`config.mk`:
```
export PLATFORM = sky130hd
export DESIGN_NAME = ps2_scancode_decoder_flat
export DESIGN_NICKNAME = d
export VERILOG_FILES = /design/src/rtl/ps2_scancode_decoder_if.sv /design/src/rtl/ps2_scancode_decoder.sv /design/src/flat_wrapper.sv
export SDC_FILE = /design/constraint.sdc
export NUM_CORES = 1
export LEC_CHECK = 0
export CORE_MARGIN = 3
export CORE_UTILIZATION = 45
export CTS_CLUSTER_SIZE = 10
export DETAILED_ROUTE_END_ITERATION = 8
export GPL_ROUTABILITY_DRIVEN = 0
export GPL_TIMING_DRIVEN = 0
export PLACE_DENSITY = 0.69
export SYNTH_ARGS = -nofsm -noshare
export SYNTH_HDL_FRONTEND = slang
export SYNTH_SLANG_ARGS = --single-unit
```
`constraint.sdc`:
```
create_clock -name CLOCK_50 -period 3.77 [get_ports CLOCK_50]
set_input_delay 0.754 -clock CLOCK_50 [delete_from_list [all_inputs] [get_ports CLOCK_50]]
set_output_delay 0.754 -clock CLOCK_50 [all_outputs]
set_load 0.05 [all_outputs]
```
`src/rtl/ps2_scancode_decoder_if.sv`:
```
// Byte-in / event-out bundle for the PS/2 scan-code decoder.
// The slave side is the decoder; the master side feeds bytes and drains events.
interface ps2_scancode_decoder_if #(
  parameter int unsigned FIFO_AW = 3
) ();
  logic [7:0]       rx_data;
  logic             rx_en;
  logic             ev_valid;
  logic             ev_ready;
  logic [7:0]       ev_code;
  logic             ev_ext;
  logic             ev_rel;
  logic [FIFO_AW:0] ev_count;
  logic             overflow;
  logic             ovf_clr;
  logic             mod_shift;
  logic             mod_ctrl;
  logic             mod_alt;

  modport master (
    output rx_data, rx_en, ev_ready, ovf_clr,
    input  ev_valid, ev_code, ev_ext, ev_rel, ev_count, overflow,
           mod_shift, mod_ctrl, mod_alt
  );

  modport slave (
    input  rx_data, rx_en, ev_ready, ovf_clr,
    output ev_valid, ev_code, ev_ext, ev_rel, ev_count, overflow,
           mod_shift, mod_ctrl, mod_alt
  );
endinterface

```
`src/rtl/ps2_scancode_decoder.sv`:
```
// PS/2 scan-code set 2 decoder: turns the PS2_Controller byte stream into
// {ext, rel, code} key events queued in a first-word-fall-through FIFO.
module ps2_scancode_decoder #(
  parameter int unsigned FIFO_DEPTH = 8,
  parameter int unsigned FIFO_AW    = 3
) (
  input logic                   CLOCK_50,
  input logic                   reset,
  ps2_scancode_decoder_if.slave bus
);

  localparam int unsigned CW = FIFO_AW + 1;
  localparam int unsigned EW = 10;

  localparam logic [2:0] IDLE   = 3'd0;
  localparam logic [2:0] EXT    = 3'd1;
  localparam logic [2:0] BRK    = 3'd2;
  localparam logic [2:0] EXTBRK = 3'd3;
  localparam logic [2:0] PAUSE  = 3'd4;

  logic [2:0]         state_q, state_d;
  logic [2:0]         cnt_q, cnt_d;
  logic               shift_q, shift_d;
  logic               ctrl_q, ctrl_d;
  logic               alt_q, alt_d;
  logic               push_c;
  logic               push_ext_c;
  logic               push_rel_c;
  logic [7:0]         push_code_c;
  logic               pop_c;
  logic               full_c;
  logic               wr_c;
  logic [EW-1:0]      mem_q [FIFO_DEPTH];
  logic [FIFO_AW-1:0] wr_ptr_q, rd_ptr_q;
  logic [CW-1:0]      count_q;
  logic               ovf_q;

  // Parser: one transition per received byte, plus modifier tracking on each emitted event
  always_comb begin
    state_d     = state_q;
    cnt_d       = cnt_q;
    shift_d     = shift_q;
    ctrl_d      = ctrl_q;
    alt_d       = alt_q;
    push_c      = 1'b0;
    push_ext_c  = 1'b0;
    push_rel_c  = 1'b0;
    push_code_c = bus.rx_data;
    if (bus.rx_en) begin
      case (state_q)
        IDLE: begin
          case (bus.rx_data)
            8'hE0: state_d = EXT;
            8'hF0: state_d = BRK;
            8'hE1: begin
              state_d = PAUSE;
              cnt_d   = 3'd7;
            end
            8'hAA, 8'hFA, 8'hEE, 8'hFE, 8'h00, 8'hFF: state_d = IDLE;
            default: push_c = 1'b1;
          endcase
        end
        EXT: begin
          if (bus.rx_data == 8'hF0) begin
            state_d = EXTBRK;
          end else begin
            state_d    = IDLE;
            // E0 12 is the fake shift wrapped around PrtScr
            push_c     = (bus.rx_data != 8'hE0) && (bus.rx_data != 8'hE1) &&
                         (bus.rx_data != 8'h12);
            push_ext_c = 1'b1;
          end
        end
        BRK: begin
          state_d    = IDLE;
          push_c     = 1'b1;
          push_rel_c = 1'b1;
        end
        EXTBRK: begin
          state_d    = IDLE;
          push_c     = (bus.rx_data != 8'h12);
          push_ext_c = 1'b1;
          push_rel_c = 1'b1;
        end
        PAUSE: begin
          cnt_d = cnt_q - 3'd1;
          if (cnt_q == 3'd1) begin
            state_d     = IDLE;
            push_c      = 1'b1;
            push_code_c = 8'hE1;
          end
        end
        default: state_d = IDLE;
      endcase
    end
    if (push_c) begin
      if (!push_ext_c && (push_code_c == 8'h12 || push_code_c == 8'h59)) shift_d = !push_rel_c;
      if (push_code_c == 8'h14) ctrl_d = !push_rel_c;
      if (push_code_c == 8'h11) alt_d  = !push_rel_c;
    end
  end

  always_ff @(posedge CLOCK_50 or posedge reset) begin
    if (reset) begin
      state_q <= IDLE;
      cnt_q   <= 3'd0;
      shift_q <= 1'b0;
      ctrl_q  <= 1'b0;
      alt_q   <= 1'b0;
    end else begin
      state_q <= state_d;
      cnt_q   <= cnt_d;
      shift_q <= shift_d;
      ctrl_q  <= ctrl_d;
      alt_q   <= alt_d;
    end
  end

  // A full FIFO still accepts a push when the head leaves in the same cycle
  assign pop_c  = (count_q != CW'(0)) && bus.ev_ready;
  assign full_c = (count_q == CW'(FIFO_DEPTH));
  assign wr_c   = push_c && (!full_c || pop_c);

  always_ff @(posedge CLOCK_50 or posedge reset) begin
    if (reset) begin
      for (int i = 0; i < int'(FIFO_DEPTH); i++) mem_q[i] <= '0;
      wr_ptr_q <= '0;
      rd_ptr_q <= '0;
      count_q  <= '0;
      ovf_q    <= 1'b0;
    end else begin
      if (wr_c) begin
        mem_q[wr_ptr_q] <= {push_ext_c, push_rel_c, push_code_c};
        wr_ptr_q        <= wr_ptr_q + FIFO_AW'(1);
      end
      if (pop_c) rd_ptr_q <= rd_ptr_q + FIFO_AW'(1);
      if (wr_c && !pop_c)      count_q <= count_q + CW'(1);
      else if (!wr_c && pop_c) count_q <= count_q - CW'(1);
      if (push_c && full_c && !pop_c) ovf_q <= 1'b1;
      else if (bus.ovf_clr)           ovf_q <= 1'b0;
    end
  end

  assign bus.ev_valid  = (count_q != CW'(0));
  assign bus.ev_ext    = mem_q[rd_ptr_q][9];
  assign bus.ev_rel    = mem_q[rd_ptr_q][8];
  assign bus.ev_code   = mem_q[rd_ptr_q][7:0];
  assign bus.ev_count  = count_q;
  assign bus.overflow  = ovf_q;
  assign bus.mod_shift = shift_q;
  assign bus.mod_ctrl  = ctrl_q;
  assign bus.mod_alt   = alt_q;

endmodule

```
`src/flat_wrapper.sv`:
```
// flat-port wrapper written by rule: the top's interface ports become plain ports
module ps2_scancode_decoder_flat 
#(
  parameter int unsigned FIFO_DEPTH = 8,
  parameter int unsigned FIFO_AW    = 3
)
  (CLOCK_50, reset, bus_rx_data, bus_rx_en, bus_ev_ready, bus_ovf_clr, bus_ev_valid, bus_ev_code, bus_ev_ext, bus_ev_rel, bus_ev_count, bus_overflow, bus_mod_shift, bus_mod_ctrl, bus_mod_alt);
  ps2_scancode_decoder_if #(.FIFO_AW(FIFO_AW)) bus_i ();
  input logic CLOCK_50;
  input logic reset;
  input wire logic [$bits(bus_i.rx_data)-1:0] bus_rx_data;
  input wire logic [$bits(bus_i.rx_en)-1:0] bus_rx_en;
  input wire logic [$bits(bus_i.ev_ready)-1:0] bus_ev_ready;
  input wire logic [$bits(bus_i.ovf_clr)-1:0] bus_ovf_clr;
  output wire logic [$bits(bus_i.ev_valid)-1:0] bus_ev_valid;
  output wire logic [$bits(bus_i.ev_code)-1:0] bus_ev_code;
  output wire logic [$bits(bus_i.ev_ext)-1:0] bus_ev_ext;
  output wire logic [$bits(bus_i.ev_rel)-1:0] bus_ev_rel;
  output wire logic [$bits(bus_i.ev_count)-1:0] bus_ev_count;
  output wire logic [$bits(bus_i.overflow)-1:0] bus_overflow;
  output wire logic [$bits(bus_i.mod_shift)-1:0] bus_mod_shift;
  output wire logic [$bits(bus_i.mod_ctrl)-1:0] bus_mod_ctrl;
  output wire logic [$bits(bus_i.mod_alt)-1:0] bus_mod_alt;
  assign bus_i.rx_data = bus_rx_data;
  assign bus_i.rx_en = bus_rx_en;
  assign bus_i.ev_ready = bus_ev_ready;
  assign bus_i.ovf_clr = bus_ovf_clr;
  assign bus_ev_valid = bus_i.ev_valid;
  assign bus_ev_code = bus_i.ev_code;
  assign bus_ev_ext = bus_i.ev_ext;
  assign bus_ev_rel = bus_i.ev_rel;
  assign bus_ev_count = bus_i.ev_count;
  assign bus_overflow = bus_i.overflow;
  assign bus_mod_shift = bus_i.mod_shift;
  assign bus_mod_ctrl = bus_i.mod_ctrl;
  assign bus_mod_alt = bus_i.mod_alt;
  ps2_scancode_decoder #(.FIFO_DEPTH(FIFO_DEPTH), .FIFO_AW(FIFO_AW)) u_core (.CLOCK_50(CLOCK_50), .reset(reset), .bus(bus_i));
endmodule
```
Word-level counts from Yosys, hierarchy flattened
Cells that the tools add are included.

word-level totals
  input port bits = 13
  word-level logic and storage cells = 111
  flip-flop bits (word level) = 100
  output and inout port bits = 19

operators by class
  add/sub/neg operators = 5
  bitwise operators = 2
  mux-type cells = 29
  equality and inequality tests = 24
  magnitude comparators = 3
  reductions and logical operators = 31

operator list
  operator                                                   count
  bitwise mux 80 bit                                         1
  equality test 8 bit (second input constant)                8
  binary-select mux 10 bit (select 3 bit)                    1
  demux 10 bit (select 3 bit)                                1
  two-way mux 10 bit                                         3
  equality test 8 x 5 -> 1 bit (second input constant)       3
  two-way mux 8 bit                                          3
  != test 8 bit (second input constant)                      2
  one-hot mux 3 bit (4 select lines)                         1
  logical AND 1 bit                                          10
  two-way mux 1 bit                                          10
  one-hot mux 3 bit (3 select lines)                         1
  OR reduction 9 bit                                         1
  equality test 8 x 7 -> 1 bit (second input constant)       1
  greater-or-equal comparator 4 bit (second input constant)  2
  logical NOT 8 bit                                          1
  two-way mux 4 bit                                          2
  != test 8 x 5 -> 1 bit (second input constant)             1
  NOT 3 -> 4 bit                                             2
  adder 3 x 1 -> 3 bit (second input constant)               2
  equality test 3 x 1 -> 1 bit (second input constant)       2
  equality test 3 x 2 -> 1 bit (second input constant)       2
  two-way mux 3 bit                                          2
  one-hot mux 3 bit (2 select lines)                         1
  21 further kinds                                           31

Longest topological paths before layout
Gate-level depths: netlist of the first run.

  depth in word-level cells = 11
  gate-level depth with buffers = 15
  depth with buffers taken out = 15

Worst setup path after synthesis of the first run
OpenSTA, ideal clock, no wires.

  path type = in2reg
  start = in bus_rx_data[2]
  end = reg u_core.count_q[3] (netlist: u_core.bus.ev_count[3])
  library setup time = 0.145 ns
  cell stages on the path = 14
  arrival time = 3.513 ns
  path slack = 0.112 ns
  buffers on the path = 1
  data required time = 3.625 ns
  cell sequence = clkbuf_1 or4b_1 o22a_1 o211a_1 a211oi_4 nor2b_1 ha_1 inv_1 ha_1 a21o_1 a21oi_1 xnor2_1 nor2_1 xor2_1

between the ends
  word-level cells in the longest chain between the ends = 10
  elaborated cells between the ends (all ways) = 25
  those cells by class = 11 x eq/ne; 5 x mux; 9 x reduce/logical

ends and longest elaborated chain
  item                                                        line                         RTL
  start, declared                                             flat_wrapper.sv:11           input wire logic [$bits(bus_i.rx_data)-1:0] bus_rx_data;
  branches (longest 4 deep; another with OR reduction 9 bit)  n/a
  one-hot mux 1 bit (5 select lines) *                        ps2_scancode_decoder.sv:50   case (state_q)
  two-way mux 1 bit *                                         ps2_scancode_decoder.sv:49   if (bus.rx_en) begin
  logical AND 1 bit *                                         ps2_scancode_decoder.sv:122  assign wr_c = push_c && (!full_c || pop_c);
  via u_core.wr_c                                             ps2_scancode_decoder.sv:32   logic wr_c;
  logical NOT 1 bit                                           ps2_scancode_decoder.sv:138  else if (!wr_c && pop_c) count_q <= count_q - CW'(1);
  logical AND 1 bit                                           ps2_scancode_decoder.sv:138
  nonzero test 2 bit (no source line)                         n/a
  end signal, assigned                                        ps2_scancode_decoder.sv:137  if (wr_c && !pop_c) count_q <= count_q + CW'(1);
  end signal, assigned                                        ps2_scancode_decoder.sv:138
  end, declared                                               ps2_scancode_decoder.sv:35   logic [CW-1:0] count_q;

Mark *: on every way through the listed nets, which the timed path passes.
A chain may end at the register's enable or synchronous reset.

Worst setup path after layout of the first run
  start = reg u_core.rd_ptr_q[1]
  end = out bus_ev_code[1]

between the ends
  word-level cells in the longest chain between the ends = 4

ends and longest elaborated chain
  item                                      line                         RTL
  start, declared                           ps2_scancode_decoder.sv:34   logic [FIFO_AW-1:0] wr_ptr_q, rd_ptr_q;
  start signal, assigned                    ps2_scancode_decoder.sv:136  if (pop_c) rd_ptr_q <= rd_ptr_q + FIFO_AW'(1);
  NOT 3 -> 4 bit (not written as such)      ps2_scancode_decoder.sv:147  assign bus.ev_code = mem_q[rd_ptr_q][7:0];
  binary-select mux 10 bit (select 3 bit)   ps2_scancode_decoder.sv:147
  two-way mux 10 bit (not written as such)  ps2_scancode_decoder.sv:147
  two-way mux 10 bit                        n/a
  end, declared                             flat_wrapper.sv:16           output wire logic [$bits(bus_i.ev_code)-1:0] bus_ev_code;

Every way passes these cells. The select of a mux whose other input is x is not followed.

==> metrics, run 1 <==
drt pass-1 iters=4; Slew @ Worst Pin=approximately 1200 ps; Lkg Pwr=2.40 nW; Max-Cap Viols=0; Worst R2R End=u_core.bus.ev_count[3]$_DFFE_PP0P_; number of antenna diodes=0; drt initial violations=around 160; P_sw=1.92 mW; Register-to-Register Path Depth=14; Syn Area/Cell=13.6 um^2; CTS max path bufs=2; Final min period=3630 ps; Setup-failing EPs final=0; crit-path max cell delay=710 ps; Gate power share=0.490; delay-heaviest family, CP=buffers and inverters; Routed Antenna Nets=0; clk slew on worst S/H paths=90 ps; root buffer selected by CTS=clkbuf_8; Peak VDD IR=approximately 0.00054 V; Die H=111 um; Num CTS Buffers=9; ys flop type=dfrtp_1; total power per unit cell area=882 nW/um^2; #FFs+latches synth=100; Critical Path RT=3020 ps; I/O pins=32; Async S/R FF share, synth=1.00; Mapped Area=4990 um^2; first-pass GRT wire length=18.1 mm; largest net degree at the start of global routing=54; GRT Residual Overflow=0; Max Transition Viols Final=0; core area=between 10,000 and 15,000 um^2; final WL=11.0 mm; r2r setup slk=roughly 660 ps; IO buf count=27; clock sink count=100; Seq/Total Area, Yosys=0.501; Max-slew headroom=0.190; number of cells on the worst hold path=1; total number of yosys warnings=0; unique cell type count in the Yosys netlist=47; syn_nets=388; DR WL/cell=20.0 um; final hold viol count=0; GR Util All Layers=0.188; H-tree Lvls=3; CP endpoint kind=output pin; Die W=roughly 110 um; EDFF count, synth=0; Hold/Removal Path Class=flop to flop; Reg2Reg Launch Point=u_core.state_q[1]$_DFFE_PP0P_; Final nets=428; post-DR vias/cell=slightly below 6; worst path cell trace=clkbuf_1, mux4_2, mux2_2, clkdlybuf4s50_1; Hold Path Origin=u_core.mem_q[11]$_DFFE_PP0P_; setup slack after layout=roughly 140 ps; DRC errors left=0; final clock skew=14.9 ps; setup_tns=0 ps; CP bufs+invs=2; Rows=37; Flop pwr share=0.356; # hold bufs at CTS=0; vias in the first global route=3,313; CP max-delay cell=clkdlybuf4s50_1; P&R area growth vs syn=14.4%; CTS tree=built; Tcrit/Tclk final=0.963; clock share of power=0.154; outcome=completed; initial antenna violation count=0; crit path DAT=2880 ps; number of fill cells in the layout=~920; RSZ-0062 raised after global routing=no; layout cells sized above 1=0.340; startpoint types=flop; Pint=just over 3 mW; detailed-route via count=3,174; switch share=0.381; critical path class=flop to output pin; Fmax achieved=275 MHz; Die Area=between 10,000 and 15,000 um^2; Post-DP HPWL=just over 7 mm; Cells after Synth=367; clk_lat worst skew=370 ps; initial cell density of the core=0.473; WHS Endpoint=u_core.mem_q[11]$_DFFE_PP0P_; dpl ws=-596 ps; Worst Path Max Fanout=10
-- area by class of cell --
type	count	area (um^2)	area share
Clock buffer	11	141	0.0247
Inverter	6	25.0	0.00438
Sequential cell	100	2500	0.438
Buffer	21	90.1	0.0158
Clock inverter	5	82.6	0.0144
Tap cell	136	170	0.0298
Multi-Input combinational cell	240	2390	0.419
Timing Repair Buffer	29	312	0.0545
-- metrics by stage --
stage / hold WS (ps) / total power [mW] / instance area [um^2] / instances / util
2_1_floorplan: 452 / 3.63 / 4990 / 367 / -
3_3_place_gp: 463 / 4.20 / 5440 / 530 / 0.515
3_5_place_dp: 471 / 4.29 / 5470 / 531 / 0.518
4_1_cts: 493 / 5.09 / 5720 / 548 / 0.542
5_1_grt: 517 / 5.34 / 5720 / 548 / 0.541
6_report: 490 / 5.04 / 5720 / 548 / 0.541
-- worst register-to-register path, stage by stage (launching register included) --
cell      delay [ps]
dfrtp_1          380
clkbuf_1         190
nor3_1           310
o31a_1           220
o211a_1          210
a211oi_4          80
nor2b_1          290
ha_1             250
inv_1             90
ha_1             280
a21o_1           170
a21oi_1          160
xnor2_1          140
nor2_1            70
xor2_1           140
-- placed cells by master (no fill, tap or decap), types with 4 or more instances in the layout --
cell type        netlist  layout
and2_1                 4       4
buf_1                  6       4
buf_2                  4       6
clkbuf_1              10      11
clkbuf_8               0      10
clkdlybuf4s50_1        0      23
dfrtp_1              100     100
ha_1                   7       7
inv_1                  6       5
mux2_1                11      11
mux2_2                85      85
mux4_2                20      20
nand2_1               10      10
nand2b_1               9       9
nand3_1                6       6
nand4b_1               4       4
nor2_1                11      11
nor2_2                 4       4
nor2b_1                4       4
nor3_1                 9       9
o21ai_0                9       9
xnor2_1                5       5
xor2_1                 4       4
-- worst max-delay path by stage --
stage,slack (ps),startpoint,cells past startpoint,to
final,140,u_core.rd_ptr_q[1]$_DFFE_PP0P_,4,bus_ev_code[1]
after global routing,50,u_core.rd_ptr_q[1]$_DFFE_PP0P_,4,bus_ev_code[1]
after CTS,30,bus_rx_data[7],14,u_core.bus.ev_count[3]$_DFFE_PP0P_
after detailed placement,-600,bus_rx_data[7],14,u_core.bus.ev_count[3]$_DFFE_PP0P_
after global placement,-1090,reset,2,u_core.mem_q[52]$_DFFE_PP0P_
after floorplan,110,bus_rx_data[2],14,u_core.bus.ev_count[3]$_DFFE_PP0P_
-- Yosys cell counts (all sizes together), types with 2 or more instances --
| cell | number | area (um^2) |
|---|---|---|
| mux4 | 20 | 450 |
| nor2b | 4 | 25.0 |
| nand4b | 4 | 35.0 |
| inv | 6 | 22.5 |
| mux2 | 96 | 1080 |
| buf | 11 | 50.1 |
| nor4bb | 2 | 20.0 |
| or4b | 4 | 40.0 |
| nor4 | 4 | 25.0 |
| a21o | 2 | 15.0 |
| nand2 | 10 | 37.5 |
| a31oi | 2 | 12.5 |
| ha | 7 | 87.6 |
| xor2 | 4 | 35.0 |
| and2 | 4 | 25.0 |
| o21ai | 9 | 45.0 |
| nand3 | 6 | 30.0 |
| nor2 | 15 | 66.3 |
| a21oi | 3 | 15.0 |
| o31ai | 3 | 22.5 |
| xnor2 | 5 | 43.8 |
| nand2b | 9 | 56.3 |
| nand4 | 2 | 12.5 |
| clkbuf | 10 | 37.5 |
| nor3 | 9 | 45.0 |
| dfrtp | 100 | 2500 |
-- sequential cells by signal (all words and copies together), names as in the netlist --
name	flops
u_core.bus.mod_ctrl	1
u_core.bus.overflow	1
u_core.bus.mod_alt	1
u_core.state_q	3
u_core.mem_q	80
u_core.cnt_q	3
u_core.wr_ptr_q	3
u_core.bus.ev_count	4
u_core.rd_ptr_q	3
u_core.bus.mod_shift	1
-- repair_timing --
item / CTS / global route
pin swaps: 1 / 0
endpoints found under the setup margin: 11 / 11
resized for setup: 6 / 8
buffers inserted: 1 / 0
-- power groups by stage --
stage / Combinational, mW / Sequential [mW] / Clock, mW
after floorplan: 1.81 / 1.83 / 0
after global placement: 2.42 / 1.78 / 0
after detailed placement: 2.47 / 1.82 / 0
after CTS: 2.50 / 1.79 / 0.796
after global routing: 2.65 / 1.86 / 0.831
final: 2.47 / 1.79 / 0.775
-- logic make-up (layout without fill, tap and decap cells) --
| family | Yosys count | after routing | synth area share |
|---|---|---|---|
| flip-flops | 100 | 100 | 0.501 |
| adder cells (fa/ha/maj) | 8 | 8 | 0.0215 |
| XOR/XNOR | 9 | 9 | 0.0158 |
| AO/OA/AOI/OAI | 28 | 28 | 0.0398 |
| buffers and inverters | 27 | 72 | 0.0220 |
| multiplexers | 116 | 116 | 0.307 |
| AND/OR/NAND/NOR | 79 | 79 | 0.0932 |
-- routing by layer --
layer	track usage	wire length, um
met5	0	0
met4	0.0519	147
met2	0.310	5350
met3	0.0402	463
met1	0.256	5020
No activity file was read; power rests on OpenSTA's default activity.
==> run 2, diff against run 1 <==
Settings changed: CORE_MARGIN 3 to 4.
==> run 2 against run 1 <==
Net effect: clock power decreased by 17%; combinational power about the same; non-clock buffer count unchanged; total power decreased by 2.8%; cell area decreased by 0.55%; sequential share of layout area increased by 0.24 points; first-iteration DRC count increased by 24%; via count decreased by 0.25%; worst hold slack improved by 2.2 ps; critical path depth increased by 10; core utilization decreased by 1.7 points; flip-flop and latch count unchanged; largest cell class unchanged; highest routed layer is now met5.
==> metrics, run 2 (synthesis gave the netlist of run 1 again) <==
outcome=completed; Die W=113 um (+1.8%); Die Area=12,800 um^2 (+3.6%); post-route cell area=5680 um^2 (-0.55%); Worst Path Max Fanout=8 (-2); Fmax achieved=275 MHz (-0.29%); area of the multi-input gates=2400 um^2 (+0.37%); first-pass GRT wire length=17.7 mm (-2.3%); IO buf count=27 (unchanged); Pwr Total=4.90 mW (-2.8%); # hold bufs at CTS=0 (unchanged); dpl cell area=5470 um^2 (about the same); startpoint types=input pin; H-tree Lvls=3 (unchanged); number of fill cells in the layout=929 (+0.87%); Register-to-Register Path Depth=14 (unchanged); setup slack after layout=129 ps (-10.6 ps); final WL=10.8 mm (-1.6%); GR Util All Layers=0.180 (-0.00886); number of antenna diodes=0 (unchanged); Routed Antenna Nets=0 (unchanged); DP Cell Count=535 (+0.75%); max reg flops=80 (unchanged); Rows=38 (+2.7%); worst path cell trace=dlygate4sd2_1, or4b_1, o22a_1, o211a_1, a211oi_4, nor2b_1, ha_1, inv_1, ha_1, a21o_1, a21oi_1, xnor2_1, nor2_1, xor2_1; initial antenna violation count=1 (+1); setup_tns=0 ps (unchanged); Max Transition Viols Final=0 (unchanged); critical path class=input pin to flop; GRT Residual Overflow=0 (unchanged); commonest non-fill, non-tap cell in the layout=dfrtp_1; largest register by flop count=u_core.mem_q; initial cell density of the core=0.461 (-0.0125); detailed-route via count=3,166 (-0.25%); Max-Cap Viols=0 (unchanged); most frequent CP cell=ha_1; largest net degree at the start of global routing=77 (+43%); crit path DAT=3890 ps (+1010 ps); total power per unit cell area=862 nW/um^2 (-2.2%); Die H=113 um (+1.8%); final hold viol count=0 (unchanged); Stages on worst setup path=14 (+10); DRC errors left=0 (unchanged); drt initial violations=193 (+24%); P&R area growth vs syn=13.8%; storage element area=2500 um^2 (unchanged); I/O pins=32 (unchanged); Slew @ Worst Pin=1170 ps (-40.4 ps); Hold/Removal Path Class=flop to flop; RSZ-0062 raised after global routing=no; Lkg Pwr=2.37 nW (-1.1%); Num CTS Buffers=9 (unchanged); Post-DP HPWL=7.05 mm (-0.13%); root buffer selected by CTS=clkbuf_8; CP bufs+invs=2 (unchanged); CTS max path bufs=2 (unchanged); delay-heaviest family, CP=compound AO/OA/AOI/OAI gates; Max-slew headroom=0.217 (+0.0270); Setup-failing EPs final=0 (unchanged); Critical Path RT=4010 ps (+990 ps); CTS tree=built; drt pass-1 iters=4 (unchanged); clk slew on worst S/H paths=100 ps (about the same); post-DR vias/cell=5.74 (-0.97%); vias in the first global route=3,288 (-0.75%); crit-path max cell delay=630 ps (-80 ps); DR WL/cell=19.6 um (-2.3%); Final Non-Filler Cells=552 (+0.73%); Peak VDD IR=0.000519 V (-3.4%); final clock skew=15.3 ps (+0.362 ps); most frequent cells in the layout=dfrtp_1, mux2_2, clkdlybuf4s50_1, mux4_2; CP max-delay cell=or4b_1; Final min period=3640 ps (+10.6 ps); Final nets=428 (unchanged); dpl ws=-691 ps (-95.6 ps); core area=10,800 um^2 (+2.7%); CP endpoint kind=flop; Tcrit/Tclk final=0.966 (+0.00281); clk_lat worst skew=370 ps (about the same); layout cells sized above 1=0.340 (unchanged); number of cells on the worst hold path=1 (unchanged); clock sink count=100 (unchanged)
==> run 2: final timing paths <==
check / endpoint / from / slack, ps
setup / recovery: u_core.bus.ev_count[3]$_DFFE_PP0P_ / bus_rx_data[1] / 130
hold / removal: u_core.mem_q[16]$_DFFE_PP0P_ / u_core.mem_q[16]$_DFFE_PP0P_ / 490
setup reg to reg: u_core.bus.ev_count[3]$_DFFE_PP0P_ / u_core.state_q[1]$_DFFE_PP0P_ / 620
hold reg to reg: u_core.mem_q[16]$_DFFE_PP0P_ / u_core.mem_q[16]$_DFFE_PP0P_ / 490
max in group asynchronous: u_core.mem_q[46]$_DFFE_PP0P_ / reset / 2390
min in group asynchronous: u_core.mem_q[30]$_DFFE_PP0P_ / reset / 710
==> run 2: final cells by class <==
class,count,area share
inverter,6,0.00440
multi-input combinational,240,0.422
clock buffer,10,0.0225
tap,140,0.0308
sequential,100,0.440
clock inverter,6,0.00969
timing repair buffer,29,0.0541
buffer,21,0.0158
==> run 2: power by group <==
| part | leakage [nW] | switching, mW | internal (mW) |
|---|---|---|---|
| Sequential | 1.25 | 0.266 | 1.53 |
| Combinational | 1.03 | 1.27 | 1.19 |
| Clock | 0.0934 | 0.389 | 0.254 |
| Total | 2.37 | 1.92 | 2.97 |
==> run 2: what timing repair did <==
item	CTS	global route
buffers inserted	1	0
pin swaps	1	0
setup endpoints to repair	12	11
gates resized for setup	8	7
==> run 2: metrics by stage <==
stage                     hold slack [ps]   util
after floorplan                       452      -
after global placement                462  0.502
after detailed placement              474  0.505
after CTS                             495  0.525
after global routing                  508  0.524
final                                 492  0.524
==> run 2: layer usage <==
metal	track usage	wire, um	up-vias	share of wire
li1	-	-	1443	-
met2	0.280	5280	56	0.49
met1	0.256	4960	1653	0.46
met5	0	13	-	0.0012
met3	0.0369	418	12	0.039
met4	0.0513	126	2	0.012
